--- config.mk ---
export PLATFORM = sky130hd
export DESIGN_NAME = link_rr_arbiter
export DESIGN_NICKNAME = d
export VERILOG_FILES = /design/src/rtl/link_rr_arbiter.sv
export SDC_FILE = /design/constraint.sdc
export NUM_CORES = 1
export LEC_CHECK = 0
export ABC_AREA = 1
export BUFFER_PORTS_ARGS = -buffer_cell sky130_fd_sc_hd__buf_2
export CAP_MARGIN = 15
export CORE_MARGIN = 8
export CORE_UTILIZATION = 53
export CTS_BUF_LIST = sky130_fd_sc_hd__clkbuf_4
export DETAILED_ROUTE_END_ITERATION = 12
export PLACE_DENSITY = 0.88
export SLEW_MARGIN = 0
export SYNTH_ARGS = -nofsm -noshare
export SYNTH_HDL_FRONTEND = slang
export SYNTH_SLANG_ARGS = --single-unit
--- constraint.sdc ---
create_clock -name clk -period 1.6 [get_ports clk]
set_clock_uncertainty 0.05 [all_clocks]
set_input_delay 0.32 -clock clk [delete_from_list [all_inputs] [get_ports clk]]
set_output_delay 0.32 -clock clk [all_outputs]
set_load 0.02 [all_outputs]
--- src/rtl/link_rr_arbiter.sv ---
// Round-robin burst arbiter for a shared output link.
// One channel owns the link per grant; it is released on last, beat cap, timeout or withdraw.
module link_rr_arbiter #(
   parameter int NUM_CH    = 4,
   parameter int IDX_W     = 2,
   parameter int MAX_BEATS = 256,
   parameter int CNT_W     = 16,
   parameter int GAP_CYC   = 1,
   parameter int TIMEOUT   = 1024
) (
   input  logic              clk,
   input  logic              rst,
   input  logic [NUM_CH-1:0] req,
   input  logic              link_vld,
   input  logic              link_rdy,
   input  logic              link_last,
   output logic [NUM_CH-1:0] gnt,
   output logic [IDX_W-1:0]  gnt_idx,
   output logic              gnt_vld,
   output logic [CNT_W-1:0]  beat_cnt,
   output logic              trunc_pls,
   output logic              tmo_pls
);

   localparam int TMO_W = $clog2(TIMEOUT + 1);
   localparam int GAP_W = 4;

   typedef enum logic [1:0] {
      S_IDLE,
      S_GRANT,
      S_GAP
   } state_t;

   state_t state;
   state_t state_nxt;

   logic [IDX_W-1:0] ptr;
   logic [IDX_W-1:0] ptr_nxt;
   logic [TMO_W-1:0] tmo_cnt;
   logic [GAP_W-1:0] gap_cnt;

   logic             pick_vld;
   logic [IDX_W-1:0] pick_idx;
   logic [IDX_W:0]   scan;
   logic [IDX_W-1:0] scan_idx;

   logic accept;
   logic at_cap;
   logic quiet_end;
   logic gap_end;
   logic rel_last;
   logic rel_cap;
   logic rel_wd;
   logic rel_tmo;
   logic rel;
   logic load;
   logic trunc_nxt;
   logic tmo_nxt;

   // Scan from the highest offset down so the channel nearest ptr wins.
   always_comb begin
      pick_vld = 1'b0;
      pick_idx = '0;
      scan     = '0;
      scan_idx = '0;
      for (int i = NUM_CH - 1; i >= 0; i--) begin
         scan = {1'b0, ptr} + (IDX_W + 1)'(i);
         if (scan >= (IDX_W + 1)'(NUM_CH))
            scan = scan - (IDX_W + 1)'(NUM_CH);
         scan_idx = scan[IDX_W-1:0];
         if (req[scan_idx]) begin
            pick_vld = 1'b1;
            pick_idx = scan_idx;
         end
      end
   end

   assign accept    = (state == S_GRANT) & link_vld & link_rdy;
   assign at_cap    = beat_cnt == CNT_W'(MAX_BEATS - 1);
   assign quiet_end = tmo_cnt == TMO_W'(TIMEOUT - 1);
   assign gap_end   = gap_cnt == GAP_W'(GAP_CYC - 1);

   assign rel_last = accept & link_last;
   assign rel_cap  = accept & at_cap;
   assign rel_wd   = (state == S_GRANT) & ~req[gnt_idx] & ~link_vld;
   assign rel_tmo  = (state == S_GRANT) & ~accept & quiet_end;
   assign rel      = rel_last | rel_cap | rel_wd | rel_tmo;
   assign load     = (state == S_IDLE) & pick_vld;

   assign ptr_nxt = (gnt_idx == IDX_W'(NUM_CH - 1)) ? '0 : gnt_idx + 1'b1;
   assign gnt_vld = |gnt;

   always_ff @(posedge clk) begin
      if (rst)
         state <= S_IDLE;
      else
         state <= state_nxt;
   end

   always_comb begin
      state_nxt = state;
      unique case (state)
         S_IDLE:  if (load)    state_nxt = S_GRANT;
         S_GRANT: if (rel)     state_nxt = S_GAP;
         S_GAP:   if (gap_end) state_nxt = S_IDLE;
         default: state_nxt = S_IDLE;
      endcase
   end

   // A normal last wins over the cap; any release wins over the timeout.
   always_comb begin
      trunc_nxt = 1'b0;
      tmo_nxt   = 1'b0;
      priority case (1'b1)
         rel_last: trunc_nxt = 1'b0;
         rel_cap:  trunc_nxt = 1'b1;
         rel_wd:   tmo_nxt   = 1'b0;
         rel_tmo:  tmo_nxt   = 1'b1;
         default:  tmo_nxt   = 1'b0;
      endcase
   end

   always_ff @(posedge clk) begin
      if (rst) begin
         gnt       <= '0;
         gnt_idx   <= '0;
         beat_cnt  <= '0;
         ptr       <= '0;
         tmo_cnt   <= '0;
         gap_cnt   <= '0;
         trunc_pls <= 1'b0;
         tmo_pls   <= 1'b0;
      end else begin
         trunc_pls <= trunc_nxt;
         tmo_pls   <= tmo_nxt;
         if (load) begin
            gnt      <= NUM_CH'(1) << pick_idx;
            gnt_idx  <= pick_idx;
            beat_cnt <= '0;
            tmo_cnt  <= '0;
         end
         if (accept)
            beat_cnt <= beat_cnt + 1'b1;
         if (state == S_GRANT)
            tmo_cnt <= accept ? '0 : tmo_cnt + 1'b1;
         if (rel) begin
            gnt     <= '0;
            ptr     <= ptr_nxt;
            gap_cnt <= '0;
         end else if (state == S_GAP) begin
            gap_cnt <= gap_cnt + 1'b1;
         end
      end
   end

endmodule

== Word-level counts from Yosys, hierarchy flattened ==
Cells that the tools add are included.

* Bits of input ports: 9
* Bits in registers: 43
* Output and inout port bits: 25

* $lt $le $gt $ge: 9
* $add $sub $neg: 11
* Bitwise logic cells: 15
* Mux-type cells: 34
* Eq/ne operators: 8
* Shifts and indexed selects: 1
* Reduce and logical (&&, ||, !) cells: 9

{| class="wikitable"
|+ Operators with widths
! kind !! number
|-
| 2-to-1 mux 11 bit || 3
|-
| 2-to-1 mux 16 bit || 2
|-
| 2-to-1 mux 2 bit || 12
|-
| adder 16 x 1 -> 16 bit, second input constant || 1
|-
| == test 16 x 8 -> 1 bit, second input constant || 1
|-
| < comparator 2 x 3 -> 1 bit, second input constant || 5
|-
| adder 11 x 1 -> 11 bit, second input constant || 1
|-
| == test 11 x 10 -> 1 bit, second input constant || 1
|-
| 2-to-1 mux 1 bit || 11
|-
| binary-select mux 1 bit (select 2 bit) || 5
|-
| bitwise AND 1 bit || 9
|-
| greater-or-equal comparator 3 bit, second input constant || 3
|-
| OR reduction 4 bit || 2
|-
| subtractor 2 x 1 -> 2 bit, second input constant || 4
|-
| adder 2 x 2 -> 3 bit, second input constant || 2
|-
| inequality test 2 bit, second input constant || 3
|-
| case mux 2 bit (3 select lines) || 1
|-
| adder 4 x 1 -> 4 bit, second input constant || 1
|-
| == test 2 bit, second input constant || 2
|-
| zero test 4 bit || 1
|-
| nonzero test 2 bit || 2
|-
| OR reduction 2 bit || 2
|-
| left shift 1 x 2 -> 4 bit, first input constant || 1
|-
| adder 2 x 1 -> 3 bit, second input constant || 1
|-
| 7 further kinds || 11
|}

== Logic depth before layout (Yosys ltp) ==
* Depth in word-level cells: 12
* Mapped depth: 13
* Depth with buffers taken out: 12

== Worst setup path after synthesis ==
No wires, ideal clock.

* Path type: register to register
* Start point: reg beat_cnt[0]
* End point: reg ptr[1]
* Data required time: 1434 ps
* Stages on the path, launching flop included: 11
* Buffers on the path: 0
* Library setup time: 116 ps
* Slack: -134 ps
* Arrival: 1568 ps
* Clock period less this slack: 1734 ps
* Cell sequence: dfxtp_1 > ha_1 > nand2_1 > nor2_1 > nand4_1 > nor2_1 > nor2_1 > nand2_1 > inv_1 > nor2_1 > nor2_1

* Cells in the longest elaborated chain, start to end: 5

{| class="wikitable"
|+ Ends and longest elaborated chain
! item !! line !! source
|-
| start: declaration || 20 || <nowiki>output logic [CNT_W-1:0] beat_cnt,</nowiki>
|-
| start signal: assignment || 143 || <nowiki>beat_cnt <= beat_cnt + 1'b1;</nowiki>
|-
| == test 16 x 8 -> 1 bit || 79 || <nowiki>assign at_cap = beat_cnt == CNT_W'(MAX_BEATS - 1);</nowiki>
|-
| bitwise AND 1 bit || 84 || <nowiki>assign rel_cap = accept & at_cap;</nowiki>
|-
| OR 1 bit (3 in series) || 87 || <nowiki>assign rel = rel_last | rel_cap | rel_wd | rel_tmo;</nowiki>
|-
| end signal: assignment || 148 || <nowiki>ptr <= ptr_nxt;</nowiki>
|-
| end: declaration || 37 || <nowiki>logic [IDX_W-1:0] ptr;</nowiki>
|}

No other way between the ends.
A chain may end at the register's enable or synchronous reset.

== Final worst setup path ==
* Start point: reg tmo_cnt[0]
* End point: reg ptr[0]

* Cells in the longest elaborated chain, start to end: 3

{| class="wikitable"
|+ Ends and longest elaborated chain
! item !! line !! source
|-
| start: declaration || 39 || <nowiki>logic [TMO_W-1:0] tmo_cnt;</nowiki>
|-
| start signal: assignment || 145 || <nowiki>tmo_cnt <= accept ? '0 : tmo_cnt + 1'b1;</nowiki>
|-
| == test 11 x 10 -> 1 bit || 80 || <nowiki>assign quiet_end = tmo_cnt == TMO_W'(TIMEOUT - 1);</nowiki>
|-
| bitwise AND 1 bit || 86 || <nowiki>assign rel_tmo = (state == S_GRANT) & ~accept & quiet_end;</nowiki>
|-
| OR 1 bit || 87 ||
|}

No other way between the ends.

==> metrics.txt <==
worst-path maximum fanout 8; Cells after DPL 478; # rows 24; Yosys reg bits between 40 and 50; CORE AREA 0.00435 mm2; status finished, violations left; Clk Latency, worst-skew pair 0.37 ns; worst hold path type in -> reg; vias in the first global route 2420; largest family of logic cells by synthesized area simple AND/OR/NAND/NOR gates; Seq/Total Area, Yosys around 36%; Worst-Margin Slew around 0.54 ns; # diodes 0; RSZ-0062 raised after global routing yes; CTS tree done; GR Overflow Total 0; DR DRC count 0; Port Buffers 33; post-route insts no fill 497; Final Max Slew Viols 0; Critical Path RT roughly 1.8 ns; worst vdd ir 0.000648 V; die span in x around 83 um; Crit Path Class reg -> reg; Power Dens Cells 1040 mW/mm2; Max Used Layer met4; pin count of the biggest net entering global routing 21; initial antenna violation count 0; Synth Area in Simple Gates a little under two fifths; first-pass GRT wire length a little over 10000 um; final WL approximately 8100 um; xor and xnor area share after synthesis between 1 and 1.5%; via count roughly 3000; Synth-to-Final Area Change 49.0%; Die Ht 83.3 um; post-synthesis cell type count 30; routed length per instance 16.3 um; yosys warns 0; failing checks setup timing; Setup violations, final 39; nets 458; Post-DP HPWL between 4000 and 5000 um; mux contribution to synthesized area 0%; Final GP Congestion 0.887; Total GRT Usage 17.2%; WL met1 3080 um; via/cell ratio 5.89; Root Buffer clkbuf_4; CTS H-tree depth 2; Cells after Synth 369; CTS max path bufs 2; Sink Count 43; critical path startpoint category flip-flop; Hold Fails Final Rpt 0; setup slack at placement -0.0352 ns; Netlist Area Pre-Place 0.00240 mm2; Adder-Cell Fraction of Synth Area 2.60%; WL met3 roughly 490 um; syn nets 383; max cap viols 0; I/O pin count 34; drt pass-1 iters 5; Starting Density 55.2%; PnR worst setup slack -0.160 ns; Relative slew margins 64.0%; TritonCTS Buffers 5; arrival time worst endpoint approximately 2.0 ns; Peak Freq 568 MHz; share of cells above drive strength 1 between 40% and 50%; Synth Area in Compound Gates 12.1%; average size of a mapped cell 6.51 um2; Clock transition at path regs 0.14 ns; CP Capture Type flip-flop; Die ar. 0.00695 mm2; Initial DRC Count 245; met2 routed WL 4290 um; fin crit period 1.76 ns; Static Leak between 1.5 and 2 nW; ANT nets after route 0; Final Cycle Share 110%
## layout make-up
class                   instances  area (um2)
repair inverters                1        8.76
flip-flops and latches         43         880
well taps                      52        65.1
fillers                       236         772
inverters                      48         200
multi-input cells             269        1790
clock buffers                   5        37.5
clock inverters                 3        42.5
repair buffers                 76         556
## report_power, final
group	switching (mW)	total (mW)	internal [mW]
Combinational	1.06	1.75	0.690
Clock	0.387	0.717	0.330
Sequential	0.0988	1.25	1.15
Total	1.55	3.72	2.17
## cells in the final DEF (no fill, tap or decap), drive strengths merged, types with 2 or more instances in the layout
cell type	n
a21oi	34
buf	75
clkbuf	6
clkinv	2
dfxtp	43
ha	5
inv	49
nand2	92
nand3	45
nand4	7
nor2	50
nor3	9
o211ai	2
o21ai	17
xor2	2
## state kept, by name, indices dropped and copies added, names as in the netlist
| name | flops |
|---|---|
| ptr | 2 |
| gap_cnt | 4 |
| tmo_cnt | 11 |
| beat_cnt | 16 |
| gnt | 4 |
| trunc_pls | 1 |
| state | 2 |
| tmo_pls | 1 |
| gnt_idx | 2 |
## final timing paths
check | start | endpoint | slack (ns) | depth (start not counted)
setup / recovery | tmo_cnt[0]$_SDFFE_PP0P_ | ptr[0]$_SDFFE_PP0P_ | -0.16 | 9
hold / removal | link_last | trunc_pls$_SDFF_PP0_ | 0.20 | 4
setup reg to reg | tmo_cnt[0]$_SDFFE_PP0P_ | ptr[0]$_SDFFE_PP0P_ | -0.16 | 9
hold reg to reg | tmo_cnt[3]$_SDFFE_PP0P_ | tmo_cnt[3]$_SDFFE_PP0P_ | 0.45 | 2
## routing by layer
layer	up-vias	global-route usage [%]
met5	-	0
li1	1348	-
met2	147	30.1
met3	40	4.88
met1	1390	19.8
met4	0	4.31
## stage by stage
step	cell area, um2	hold WS (ns)	utilization (%)	TNS, ns	power, mW
finish	3580	0.204	82.3	-3.14	3.72
detailed placement	2860	0.414	65.6	-0.187	2.38
global route	3580	0.191	82.3	-5.40	3.88
CTS	3040	0.157	69.8	-0.256	3.14
global placement	2860	0.401	65.6	0	2.35
floorplan	2420	0.393	-	0	2.00
## cell usage after synthesis (all sizes together)
cell / n / area (um2)
nand2: 91 / 367
nor2: 50 / 200
inv: 48 / 188
nand3: 45 / 235
dfxtp: 43 / 861
a21oi: 34 / 170
o21ai: 17 / 85.1
nor3: 9 / 45.0
nand4: 7 / 43.8
buf: 6 / 55.1
ha: 5 / 62.6
clkbuf: 4 / 15.0
o211ai: 2 / 15.0
xor2: 2 / 17.5
a21o: 1 / 7.51
a31oi: 1 / 6.26
o21a: 1 / 7.51
or2: 1 / 6.26
or4: 1 / 7.51
xnor2: 1 / 8.76
## logic make-up after synthesis
family,count (synthesis)
xor+xnor,3
fa+ha+maj,5
flops,43
compound gates,56
simple gates,204
buf+inv,58
## worst max-delay path, cell delays in order, from the launching register on
cell and delay [ns]:
dfxtp_2 0.39, ha_4 0.16, nand2_4 0.06, nor2_4 0.11, nand4_1 0.11, inv_1 0.12, nand4_1 0.21, buf_4 0.22
nand3_4 0.16, o21ai_2 0.07
## what timing repair did
action                     4_1_cts  5_1_grt
setup buffers                    2        7
pin swaps                       11       48
hold buffers                     0        0
setup endpoints to repair       20       40
gates resized for setup         23      126
cloned                           2        1
(Power assumes the default switching activity.)
